===== src/rtl/mips_ctrl_pkg.sv =====
// mips_ctrl_pkg: shared encodings for the multicycle MIPS control unit
package mips_ctrl_pkg;

  typedef enum logic [4:0] {
    ST_RESET, ST_FETCH, ST_FETCH_WAIT, ST_IR_LOAD, ST_DECODE,
    ST_ARIT_EXEC, ST_ARIT_WB, ST_ADDI_EXEC, ST_ADDI_WB, ST_BRANCH,
    ST_MEM_ADDR, ST_MEM_READ, ST_MEM_READ_WAIT, ST_MDR_LOAD, ST_LOAD_WB,
    ST_MEM_WRITE, ST_MEM_WRITE_WAIT, ST_LUI, ST_JUMP, ST_JAL, ST_JR,
    ST_BREAK, ST_ILLEGAL
  } state_t;

  typedef enum logic [2:0] {
    ALU_LOAD, ALU_ADD, ALU_SUB, ALU_AND, ALU_INC, ALU_NEG, ALU_XOR, ALU_COMP
  } alu_op_t;

  localparam logic [5:0] OP_RTYPE = 6'h00;
  localparam logic [5:0] OP_J     = 6'h02;
  localparam logic [5:0] OP_JAL   = 6'h03;
  localparam logic [5:0] OP_BEQ   = 6'h04;
  localparam logic [5:0] OP_BNE   = 6'h05;
  localparam logic [5:0] OP_ADDI  = 6'h08;
  localparam logic [5:0] OP_LUI   = 6'h0f;
  localparam logic [5:0] OP_LW    = 6'h23;
  localparam logic [5:0] OP_SW    = 6'h2b;

  localparam logic [5:0] FN_NOP   = 6'h00;
  localparam logic [5:0] FN_JR    = 6'h08;
  localparam logic [5:0] FN_BREAK = 6'h0d;
  localparam logic [5:0] FN_ADD   = 6'h20;
  localparam logic [5:0] FN_SUB   = 6'h22;
  localparam logic [5:0] FN_AND   = 6'h24;
  localparam logic [5:0] FN_XOR   = 6'h26;

  localparam logic [1:0] SRCB_B      = 2'd0;
  localparam logic [1:0] SRCB_FOUR   = 2'd1;
  localparam logic [1:0] SRCB_IMM    = 2'd2;
  localparam logic [1:0] SRCB_IMM_SH = 2'd3;

  localparam logic [1:0] REGDST_RT = 2'd0;
  localparam logic [1:0] REGDST_RD = 2'd1;
  localparam logic [1:0] REGDST_RA = 2'd2;

  localparam logic [1:0] M2R_ALUOUT = 2'd0;
  localparam logic [1:0] M2R_MDR    = 2'd1;
  localparam logic [1:0] M2R_LUI    = 2'd2;
  localparam logic [1:0] M2R_PC     = 2'd3;

  localparam logic [1:0] PCSRC_ALU    = 2'd0;
  localparam logic [1:0] PCSRC_ALUOUT = 2'd1;
  localparam logic [1:0] PCSRC_JUMP   = 2'd2;
  localparam logic [1:0] PCSRC_A      = 2'd3;

  function automatic state_t decode_dispatch(input logic [5:0] op, input logic [5:0] fn);
    case (op)
      OP_RTYPE:
        case (fn)
          FN_ADD, FN_SUB, FN_AND, FN_XOR: return ST_ARIT_EXEC;
          FN_JR:    return ST_JR;
          FN_BREAK: return ST_BREAK;
          FN_NOP:   return ST_FETCH;
          default:  return ST_ILLEGAL;
        endcase
      OP_ADDI:        return ST_ADDI_EXEC;
      OP_BEQ, OP_BNE: return ST_BRANCH;
      OP_LW, OP_SW:   return ST_MEM_ADDR;
      OP_LUI:         return ST_LUI;
      OP_J:           return ST_JUMP;
      OP_JAL:         return ST_JAL;
      default:        return ST_ILLEGAL;
    endcase
  endfunction

  function automatic alu_op_t funct_alu(input logic [5:0] fn);
    return fn == FN_SUB ? ALU_SUB : fn == FN_AND ? ALU_AND : fn == FN_XOR ? ALU_XOR : ALU_ADD;
  endfunction

endpackage


===== src/rtl/ctrl_wait_counter.sv =====
// ctrl_wait_counter: load/decrement counter timing memory wait states
module ctrl_wait_counter (
  input  logic       clock,
  input  logic       reset,
  input  logic       load,
  input  logic [2:0] load_val,
  output logic       done
);
  logic [2:0] count;
  // load takes priority; otherwise count down and rest at zero
  always_ff @(posedge clock or posedge reset) begin
    if (reset) count <= 3'd0;
    else if (load) count <= load_val;
    else if (count != 3'd0) count <= count - 3'd1;
  end
  assign done = (count == 3'd0);
endmodule


===== src/rtl/multicycle_ctrl_unit.sv =====
// multicycle_ctrl_unit: Moore control FSM for a multicycle MIPS datapath
module multicycle_ctrl_unit
  import mips_ctrl_pkg::*;
#(
  parameter int MEM_WAIT = 2,
  parameter int STATE_W  = 6
) (
  input  logic               clock,
  input  logic               reset,
  input  logic [5:0]         opcode,
  input  logic [5:0]         funct,
  input  logic               zero,
  output logic               PCWrite,
  output logic               IorD,
  output logic               MemReadWrite,
  output logic               IRWrite,
  output logic               MDRWrite,
  output logic               AWrite,
  output logic               BWrite,
  output logic               AluOutWrite,
  output logic               RegWrite,
  output logic               AluSrcA,
  output logic [1:0]         AluSrcB,
  output logic [1:0]         RegDst,
  output logic [1:0]         MemtoReg,
  output logic [1:0]         PCSource,
  output alu_op_t            ALUOp,
  output logic [STATE_W-1:0] State_out,
  output logic               halted,
  output logic               illegal
);
  localparam bit         SKIP_WAIT = (MEM_WAIT == 0);
  localparam logic [2:0] WAIT_INIT = SKIP_WAIT ? 3'd0 : 3'(MEM_WAIT - 1);

  state_t state, state_nx;
  logic   wait_load, wait_done;

  // every memory access state arms the counter for the wait state after it
  assign wait_load = (state == ST_FETCH) || (state == ST_MEM_READ) || (state == ST_MEM_WRITE);

  ctrl_wait_counter u_wait (
    .clock    (clock),
    .reset    (reset),
    .load     (wait_load),
    .load_val (WAIT_INIT),
    .done     (wait_done)
  );

  // state register
  always_ff @(posedge clock or posedge reset) begin
    if (reset) state <= ST_RESET;
    else state <= state_nx;
  end

  assign State_out = STATE_W'(state);

  // next state and Moore output decode; PCWrite in BRANCH also looks at zero
  always_comb begin
    state_nx     = state;
    PCWrite      = 1'b0;
    IorD         = 1'b0;
    MemReadWrite = 1'b0;
    IRWrite      = 1'b0;
    MDRWrite     = 1'b0;
    AWrite       = 1'b0;
    BWrite       = 1'b0;
    AluOutWrite  = 1'b0;
    RegWrite     = 1'b0;
    AluSrcA      = 1'b0;
    AluSrcB      = SRCB_B;
    RegDst       = REGDST_RT;
    MemtoReg     = M2R_ALUOUT;
    PCSource     = PCSRC_ALU;
    ALUOp        = ALU_LOAD;
    halted       = 1'b0;
    illegal      = 1'b0;
    case (state)
      ST_RESET: state_nx = ST_FETCH;
      ST_FETCH: begin
        AluSrcB  = SRCB_FOUR;
        ALUOp    = ALU_ADD;
        PCWrite  = 1'b1;
        state_nx = SKIP_WAIT ? ST_IR_LOAD : ST_FETCH_WAIT;
      end
      ST_FETCH_WAIT: state_nx = wait_done ? ST_IR_LOAD : ST_FETCH_WAIT;
      ST_IR_LOAD: begin
        IRWrite  = 1'b1;
        state_nx = ST_DECODE;
      end
      ST_DECODE: begin
        AWrite      = 1'b1;
        BWrite      = 1'b1;
        AluSrcB     = SRCB_IMM_SH;
        ALUOp       = ALU_ADD;
        AluOutWrite = 1'b1;
        state_nx    = decode_dispatch(opcode, funct);
      end
      ST_ARIT_EXEC: begin
        AluSrcA     = 1'b1;
        ALUOp       = funct_alu(funct);
        AluOutWrite = 1'b1;
        state_nx    = ST_ARIT_WB;
      end
      ST_ARIT_WB: begin
        RegWrite = 1'b1;
        RegDst   = REGDST_RD;
        state_nx = ST_FETCH;
      end
      ST_ADDI_EXEC: begin
        AluSrcA     = 1'b1;
        AluSrcB     = SRCB_IMM;
        ALUOp       = ALU_ADD;
        AluOutWrite = 1'b1;
        state_nx    = ST_ADDI_WB;
      end
      ST_ADDI_WB: begin
        RegWrite = 1'b1;
        state_nx = ST_FETCH;
      end
      ST_BRANCH: begin
        AluSrcA  = 1'b1;
        ALUOp    = ALU_SUB;
        PCSource = PCSRC_ALUOUT;
        PCWrite  = (opcode == OP_BNE) ? ~zero : zero;
        state_nx = ST_FETCH;
      end
      ST_MEM_ADDR: begin
        AluSrcA     = 1'b1;
        AluSrcB     = SRCB_IMM;
        ALUOp       = ALU_ADD;
        AluOutWrite = 1'b1;
        state_nx    = (opcode == OP_SW) ? ST_MEM_WRITE : ST_MEM_READ;
      end
      ST_MEM_READ: begin
        IorD     = 1'b1;
        state_nx = SKIP_WAIT ? ST_MDR_LOAD : ST_MEM_READ_WAIT;
      end
      ST_MEM_READ_WAIT: begin
        IorD     = 1'b1;
        state_nx = wait_done ? ST_MDR_LOAD : ST_MEM_READ_WAIT;
      end
      ST_MDR_LOAD: begin
        IorD     = 1'b1;
        MDRWrite = 1'b1;
        state_nx = ST_LOAD_WB;
      end
      ST_LOAD_WB: begin
        RegWrite = 1'b1;
        MemtoReg = M2R_MDR;
        state_nx = ST_FETCH;
      end
      ST_MEM_WRITE: begin
        IorD         = 1'b1;
        MemReadWrite = 1'b1;
        state_nx     = SKIP_WAIT ? ST_FETCH : ST_MEM_WRITE_WAIT;
      end
      ST_MEM_WRITE_WAIT: begin
        IorD         = 1'b1;
        MemReadWrite = 1'b1;
        state_nx     = wait_done ? ST_FETCH : ST_MEM_WRITE_WAIT;
      end
      ST_LUI: begin
        RegWrite = 1'b1;
        MemtoReg = M2R_LUI;
        state_nx = ST_FETCH;
      end
      ST_JUMP: begin
        PCSource = PCSRC_JUMP;
        PCWrite  = 1'b1;
        state_nx = ST_FETCH;
      end
      ST_JAL: begin
        RegWrite = 1'b1;
        RegDst   = REGDST_RA;
        MemtoReg = M2R_PC;
        PCSource = PCSRC_JUMP;
        PCWrite  = 1'b1;
        state_nx = ST_FETCH;
      end
      ST_JR: begin
        PCSource = PCSRC_A;
        PCWrite  = 1'b1;
        state_nx = ST_FETCH;
      end
      ST_BREAK: halted = 1'b1;
      ST_ILLEGAL: begin
        illegal  = 1'b1;
        state_nx = ST_FETCH;
      end
      default: state_nx = ST_RESET;
    endcase
  end
endmodule


===== config.mk =====
export PLATFORM = sky130hd
export DESIGN_NAME = multicycle_ctrl_unit
export DESIGN_NICKNAME = d
export VERILOG_FILES = /design/src/rtl/mips_ctrl_pkg.sv /design/src/rtl/ctrl_wait_counter.sv /design/src/rtl/multicycle_ctrl_unit.sv
export SDC_FILE = /design/constraint.sdc
export NUM_CORES = 1
export LEC_CHECK = 0
export CAP_MARGIN = 0
export CORE_MARGIN = 4
export CORE_UTILIZATION = 44
export CTS_CLUSTER_DIAMETER = 200
export CTS_CLUSTER_SIZE = 14
export DETAILED_ROUTE_END_ITERATION = 6
export PLACE_DENSITY = 0.8
export SYNTH_ARGS = -nofsm -noshare
export SYNTH_HDL_FRONTEND = slang
export SYNTH_SLANG_ARGS = --single-unit

===== constraint.sdc =====
create_clock -name clock -period 1.6 [get_ports clock]
set_clock_uncertainty 0.05 [all_clocks]
set_input_delay 0.16 -clock clock [delete_from_list [all_inputs] [get_ports clock]]
set_output_delay 0.16 -clock clock [all_outputs]
set_load 0.02 [all_outputs]

==> tab_implementation.tex, run 1 <==
\begin{tabular}{lr}
\hline
Metric & Value \\
\hline
\multicolumn{2}{l}{\textbf{Logic synthesis}} \\
\quad Seq/Total Area, Yosys & between 10\% and 20\% \\
\quad Main combinational cell family by area after synthesis & simple AND/OR/NAND/NOR gates \\
\quad Number of enable flip-flop cells after synthesis & 0 \\
\quad Multiplexer area fraction after synthesis & less than 1\% \\
\quad Adder and majority gate portion of the synthesized area & between 2 and 2.5\% \\
\quad Average cell area after synthesis & $\sim$6.6 sq um \\
\quad Fraction of the mapped netlist area in compound gates & 27.55\% \\
\quad Simple-gate share of the synthesized area & approximately 40\% \\
\quad Synthesized netlist net count & approximately 200 \\
\quad Seq cells post-synth & 8 \\
\quad Distinct cell type count of the synthesized netlist & between 50 and 60 \\
\quad Ys Warns & 0 \\
\quad Async set or reset register ratio after synthesis & between 90\% and 100\% \\
\quad Synthesized area & roughly 0.0012 sq mm \\
\quad Predominant post-synthesis flop cell & sky130\_fd\_sc\_hd\_\_dfrtp\_1 \\
\quad Post-synthesis cell count & about 180 \\
\quad Area share of xor/xnor cells in the synthesized design & under 10\% \\
\multicolumn{2}{l}{\textbf{CTS}} \\
\quad Max Buffers Root-to-Sink & 2 \\
\quad Number of buffers inserted for hold repair after clock tree synthesis & 0 \\
\quad Depth of the CTS H-tree & 1 \\
\quad CTS Sinks & 8 \\
\quad Clock buffers created by TritonCTS & 3 \\
\quad Cell at the root of the clock tree & sky130\_fd\_sc\_hd\_\_clkbuf\_4 \\
\quad Number of resized instances in the post-cts repair step & around 200 \\
\quad Setup fix buffers added after clock tree synthesis & 17 \\
\multicolumn{2}{l}{\textbf{Outcome}} \\
\quad Terminating stage of the flow & clock tree synthesis \\
\quad Run status & aborted with a tool error \\
\quad First error line in the log & [ERROR DPL-0033] detailed placement checks failed during check placement. \\
\multicolumn{2}{l}{\textbf{Placed design}} \\
\quad Total cell area at the placement stage & roughly 0.0021 sq mm \\
\quad Number of port buffers & 42 \\
\quad Routability Congestion & a little over 0.9 \\
\quad Post-Place Cells & roughly 300 \\
\quad HPWL after detailed placement & 3683 microns \\
\multicolumn{2}{l}{\textbf{Floorplan}} \\
\quad Boundary pin count & 44 \\
\quad Cell row count & 18 \\
\quad Starting utilization of the core area & roughly 47\% \\
\quad Width of the die & 59.70 microns \\
\quad Y dimension of the die & $\sim$60 microns \\
\hline
\end{tabular}
[metrics by stage]
step	setup WS, ns	setup TNS (ns)
after floorplan	-0.1412	-0.4962
after detailed placement	-0.6770	-9.559
after global placement	-0.6393	-8.605
[cell usage after synthesis (2+ instances only)]
cell / n / area share, %
sky130_fd_sc_hd__nand3_1: 6 / 2.6
sky130_fd_sc_hd__clkbuf_1: 6 / 1.9
sky130_fd_sc_hd__or3_1: 2 / 1.1
sky130_fd_sc_hd__a21o_1: 2 / 1.3
sky130_fd_sc_hd__o32ai_1: 3 / 2.2
sky130_fd_sc_hd__a32oi_1: 2 / 1.5
sky130_fd_sc_hd__xnor2_1: 5 / 3.7
sky130_fd_sc_hd__nor4_1: 3 / 1.6
sky130_fd_sc_hd__nand2_1: 17 / 5.4
sky130_fd_sc_hd__nor2b_1: 6 / 3.2
sky130_fd_sc_hd__dfrtp_1: 8 / 17
sky130_fd_sc_hd__nor3b_1: 2 / 1.3
sky130_fd_sc_hd__ha_1: 2 / 2.1
sky130_fd_sc_hd__buf_2: 4 / 1.7
sky130_fd_sc_hd__nand4_1: 2 / 1.1
sky130_fd_sc_hd__nand3b_1: 3 / 1.9
sky130_fd_sc_hd__o21ai_1: 2 / 0.85
sky130_fd_sc_hd__a21oi_1: 13 / 5.5
sky130_fd_sc_hd__nor2_1: 26 / 8.3
sky130_fd_sc_hd__inv_1: 5 / 1.6
sky130_fd_sc_hd__buf_4: 2 / 1.3
sky130_fd_sc_hd__o22ai_1: 3 / 1.6
sky130_fd_sc_hd__nor3_1: 7 / 3.0
sky130_fd_sc_hd__nand2b_1: 8 / 4.3
sky130_fd_sc_hd__buf_1: 2 / 0.64
sky130_fd_sc_hd__o21ai_0: 6 / 2.6
sky130_fd_sc_hd__a31oi_1: 4 / 2.1
sky130_fd_sc_hd__a211oi_1: 3 / 1.9
[cells by family after synthesis]
family	Yosys count
flip-flops	8
buffers and inverters	21
AO/OA/AOI/OAI	49
adder cells (fa/ha/maj)	2
multiplexers	1
other	1
AND/OR/NAND/NOR	91
XOR/XNOR	5
==> run 2: changes to the inputs <==
CORE_AREA = 4 4 65 67   (was unset)
CORE_MARGIN = unset   (was 4)
CORE_UTILIZATION = unset   (was 44)
CTS_CLUSTER_DIAMETER = unset   (was 200)
CTS_CLUSTER_SIZE = unset   (was 14)
DIE_AREA = 0 0 69 71   (was unset)
PLACE_DENSITY = unset   (was 0.8)
PLACE_DENSITY_LB_ADDON = 0.15   (was unset)
==> run 2 against run 1 <==
  * The flow now finishes, with violations (setup timing)
  * Synthesized cell count stayed put
  * Synthesized area stayed put
==> tab_implementation.tex, run 2 <==
\begin{tabular}{lr}
\hline
Metric & Value \\
\hline
\multicolumn{2}{l}{\textbf{Setup path}} \\
\quad Worst Setup End Kind & output pin \\
\quad CP dominant cell by count & sky130\_fd\_sc\_hd\_\_buf\_6 \\
\quad Critical-path top delay cell & sky130\_fd\_sc\_hd\_\_dfrtp\_2 \\
\quad Worst-path fanout max & 5 \\
\quad CP startpoint kind & flip-flop \\
\quad CP Class & flip-flop to output pin \\
\quad Data arrival at the endpoint of the critical path & 1.60 ns \\
\quad Required time at the endpoint of the critical path & between 1 and 1.5 ns \\
\quad Critical Path, Cell by Cell & buf\_6 > buf\_6 > nor2\_4 > a21boi\_2 > o32ai\_2 > buf\_4 \\
\quad Delay contributed by the slowest stage of the critical path & around 0.46 ns \\
\multicolumn{2}{l}{\textbf{STA}} \\
\quad Minimum clock period & approximately 1.8 ns \\
\quad Setup TNS & -2.608 ns \\
\quad Setup slack of the critical path after layout & -0.2125 ns \\
\quad Final setup violation count & 24 \\
\quad Highest clock frequency the design can meet & $\sim$550 MHz \\
\quad Final hold vios & 0 \\
\quad Post-route worst hold slack & around 0.12 ns \\
\quad RSZ-0062 raised after global routing & yes \\
\quad Pins over their slew limit & 0 \\
\quad Ratio of final minimum period to clock period & 113.3\% \\
\multicolumn{2}{l}{\textbf{Power}} \\
\quad Power density over cell area & between 1500 and 2000 mW/mm\^{}2 \\
\quad Leakage power & approximately 1.2 nW \\
\quad Worst IR Drop VDD & around 0.00058 V \\
\multicolumn{2}{l}{\textbf{Placed design}} \\
\quad Pre-CTS setup slack & -0.6797 ns \\
\quad HPWL after detailed placement & about 3500 microns \\
\quad Total cell area at the placement stage & between 0.002 and 0.0025 sq mm \\
\quad Routability Congestion & between 0.9 and 1 \\
\quad Number of port buffers & 42 \\
\multicolumn{2}{l}{\textbf{Logic synthesis}} \\
\quad Post-synthesis cell count & approximately 180 \\
\quad Synth top area cells & sky130\_fd\_sc\_hd\_\_dfrtp\_1, sky130\_fd\_sc\_hd\_\_nor2\_1, sky130\_fd\_sc\_hd\_\_a21oi\_1, sky130\_fd\_sc\_hd\_\_nand2\_1, sky130\_fd\_sc\_hd\_\_nand2b\_1 \\
\quad Seq/Total Area, Yosys & $\sim$17\% \\
\quad Seq cells post-synth & 8 \\
\quad Number of enable flip-flop cells after synthesis & 0 \\
\quad Average cell area after synthesis & around 6.6 sq um \\
\quad Ys Warns & 0 \\
\quad Most frequently used cell type in the post-synthesis netlist & sky130\_fd\_sc\_hd\_\_nor2\_1 \\
\quad Cell type contributing the most total cell area after synthesis & sky130\_fd\_sc\_hd\_\_dfrtp\_1 \\
\quad Most frequent cells after synthesis & sky130\_fd\_sc\_hd\_\_nor2\_1, sky130\_fd\_sc\_hd\_\_nand2\_1, sky130\_fd\_sc\_hd\_\_a21oi\_1 \\
\quad Top cell type's share of synthesized area & between 15 and 20\% \\
\quad Distinct cell type count of the synthesized netlist & 52 \\
\quad Synthesized area & 0.001176 sq mm \\
\quad Async set or reset register ratio after synthesis & 100.0\% \\
\quad Synthesized netlist net count & between 150 and 200 \\
\quad Predominant post-synthesis flop cell & sky130\_fd\_sc\_hd\_\_dfrtp\_1 \\
\multicolumn{2}{l}{\textbf{Route}} \\
\quad WL/cell & 17.40 microns \\
\quad Drt via density & around 5.5 \\
\quad Number of remaining DRC errors & 0 \\
\quad Total number of vias & 1,893 \\
\quad Remaining antenna violation count after routing & 0 \\
\quad Initial DRC Count & about 120 \\
\quad Drt total wl & $\sim$6000 microns \\
\quad DR pass1 iterations & 5 \\
\multicolumn{2}{l}{\textbf{Global routing}} \\
\quad Pin count of the biggest net entering global routing & 15 \\
\quad Met1 global-route usage & 24.98\% \\
\quad Global-route wire length before repair & 8569 microns \\
\quad Met2 GRT Util & between 30\% and 40\% \\
\quad Initial antenna violation count & 0 \\
\quad Overall overflow remaining after global route & 0 \\
\quad Number of global-route vias before repair & about 1.8k \\
\quad Met3 track demand over resource in global routing & slightly below 2\% \\
\quad Total routing resource utilization after global routing & 20.86\% \\
\quad Most utilized layer in the global route result & met2 \\
\multicolumn{2}{l}{\textbf{Floorplan}} \\
\quad Cell row count & 22 \\
\quad Starting utilization of the core area & about a third \\
\quad Y dimension of the die & between 70 and 80 microns \\
\quad Width of the die & around 69 microns \\
\quad Boundary pin count & 44 \\
\quad Core box area & 0.003633 sq mm \\
\quad Die Area & $\sim$0.005 sq mm \\
\multicolumn{2}{l}{\textbf{CTS}} \\
\quad Max Buffers Root-to-Sink & 2 \\
\quad Depth of the CTS H-tree & 1 \\
\quad Clock buffers created by TritonCTS & 3 \\
\quad Worst-skew pair later-pin latency & $\sim$0.25 ns \\
\quad Clock transition at the registers of the reported paths & about 0.06 ns \\
\quad TritonCTS clock tree & done \\
\quad Number of buffers inserted for hold repair after clock tree synthesis & 0 \\
\quad Cell at the root of the clock tree & sky130\_fd\_sc\_hd\_\_clkbuf\_8 \\
\quad CTS Sinks & 8 \\
\multicolumn{2}{l}{\textbf{Finish}} \\
\quad Register with the highest flop count & state \\
\quad Most frequent cells in the layout & sky130\_fd\_sc\_hd\_\_buf\_4, sky130\_fd\_sc\_hd\_\_buf\_6, sky130\_fd\_sc\_hd\_\_nor2\_1 \\
\quad Area growth from synthesis to layout & 134.7\% \\
\quad Area of all placed cells without fillers & roughly 0.0028 sq mm \\
\quad Final net count & 313 \\
\quad Diodes inserted & 0 \\
\quad Proportion of layout cells with a drive suffix above 1 & between 60\% and 70\% \\
\quad Commonest non-fill, non-tap cell in the layout & sky130\_fd\_sc\_hd\_\_buf\_4 \\
\quad Max FFs per register & 5 \\
\quad Registers with the most flip-flops & state (5), u\_wait.count (3) \\
\multicolumn{2}{l}{\textbf{Outcome}} \\
\quad Violations in the final reports & setup timing \\
\quad Run status & complete, but fails checks \\
\multicolumn{2}{l}{\textbf{Hold path}} \\
\quad Path type of the worst min-delay path & input pin to async pin \\
\multicolumn{2}{l}{\textbf{Flow run}} \\
\quad Number of max-capacitance violations reported & 0 \\
\hline
\end{tabular}
[run 2: cell counts after synthesis]
Identical to the previous run, type by type.
[run 2: final cells by class]
class	instances	area [sq um]
Multi-Input combinational cell	149	1270
Timing Repair Buffer	128	1146
Fill cell	274	873.3
Sequential cell	8	206.4
Tap cell	48	60.06
Clock buffer	4	45.04
Inverter	6	32.53
[run 2: layer usage]
layer / routed length [microns] / part of all wire (%)
met2: 3152 / 53
met4: 181 / 3.0
met5: 0 / 0
met1: 2352 / 39
met3: 283 / 4.7
[run 2: worst max-delay path: cells and delay by family, from the launching register on]
family | cells | cell delay [ns]
buffers and inverters | 3 | 0.46
and+or+nand+nor | 1 | 0.11
DFF | 1 | 0.46
AOI/OAI and AO/OA | 2 | 0.32
[run 2: repair_timing]
item,4_1_cts,5_1_grt
hold endpoints to repair,0,0
pin swaps,20,23
endpoints found under the setup margin,32,31
gates resized for setup,201,48
buffers inserted,21,8
[run 2: report_power, final]
part | total [mW] | internal [mW] | switching [mW]
clock network | 0.284 | 0.175 | 0.109
logic | 4.37 | 2.17 | 2.20
registers | 0.465 | 0.311 | 0.155
[run 2: per-stage QoR]
| step | std cells | power [mW] | utilization, % |
|---|---|---|---|
| final | 343 | 5.124 | 75.96 |
| after global placement | 313 | 3.399 | 58.92 |
| after floorplan | 178 | 2.119 | - |
| after detailed placement | 313 | 3.457 | 58.92 |
| after CTS | 338 | 4.499 | 69.63 |
| after global routing | 343 | 5.349 | 75.96 |
[run 2: path summary, 6_finish.rpt]
path,startpoint,to,slack (ns),cells after the start
max,state[1],RegWrite,-0.21,6
min,reset,state[2],0.12,2
max reg2reg,state[1],state[2],-0.13,7
min reg2reg,u_wait.count[1],u_wait.count[1],0.51,2
max in group asynchronous,reset,state[3],1.10,2
min in group clock,funct[4],state[0],0.45,4
[run 2: kinds of logic (layout without fill, tap and decap cells)]
kind of cell	count (synthesis)	after routing	synth area share (%)
buffers and inverters	21	138	8.404
DFF	8	8	17.02
muxes	1	1	0.8511
and+or+nand+nor	91	91	40.00
other	1	1	0.3188
adders and majority gates	2	2	2.127
AOI/OAI and AO/OA	49	49	27.55
xor gates and xnor gates	5	5	3.723
(Power assumes the default switching activity.)
==> run 3: changes to the inputs <==
CTS_CLUSTER_SIZE = 16   (was unset)
==> results of run 3 <==
Final layout, timing and power as in run 2 (identical DEF).
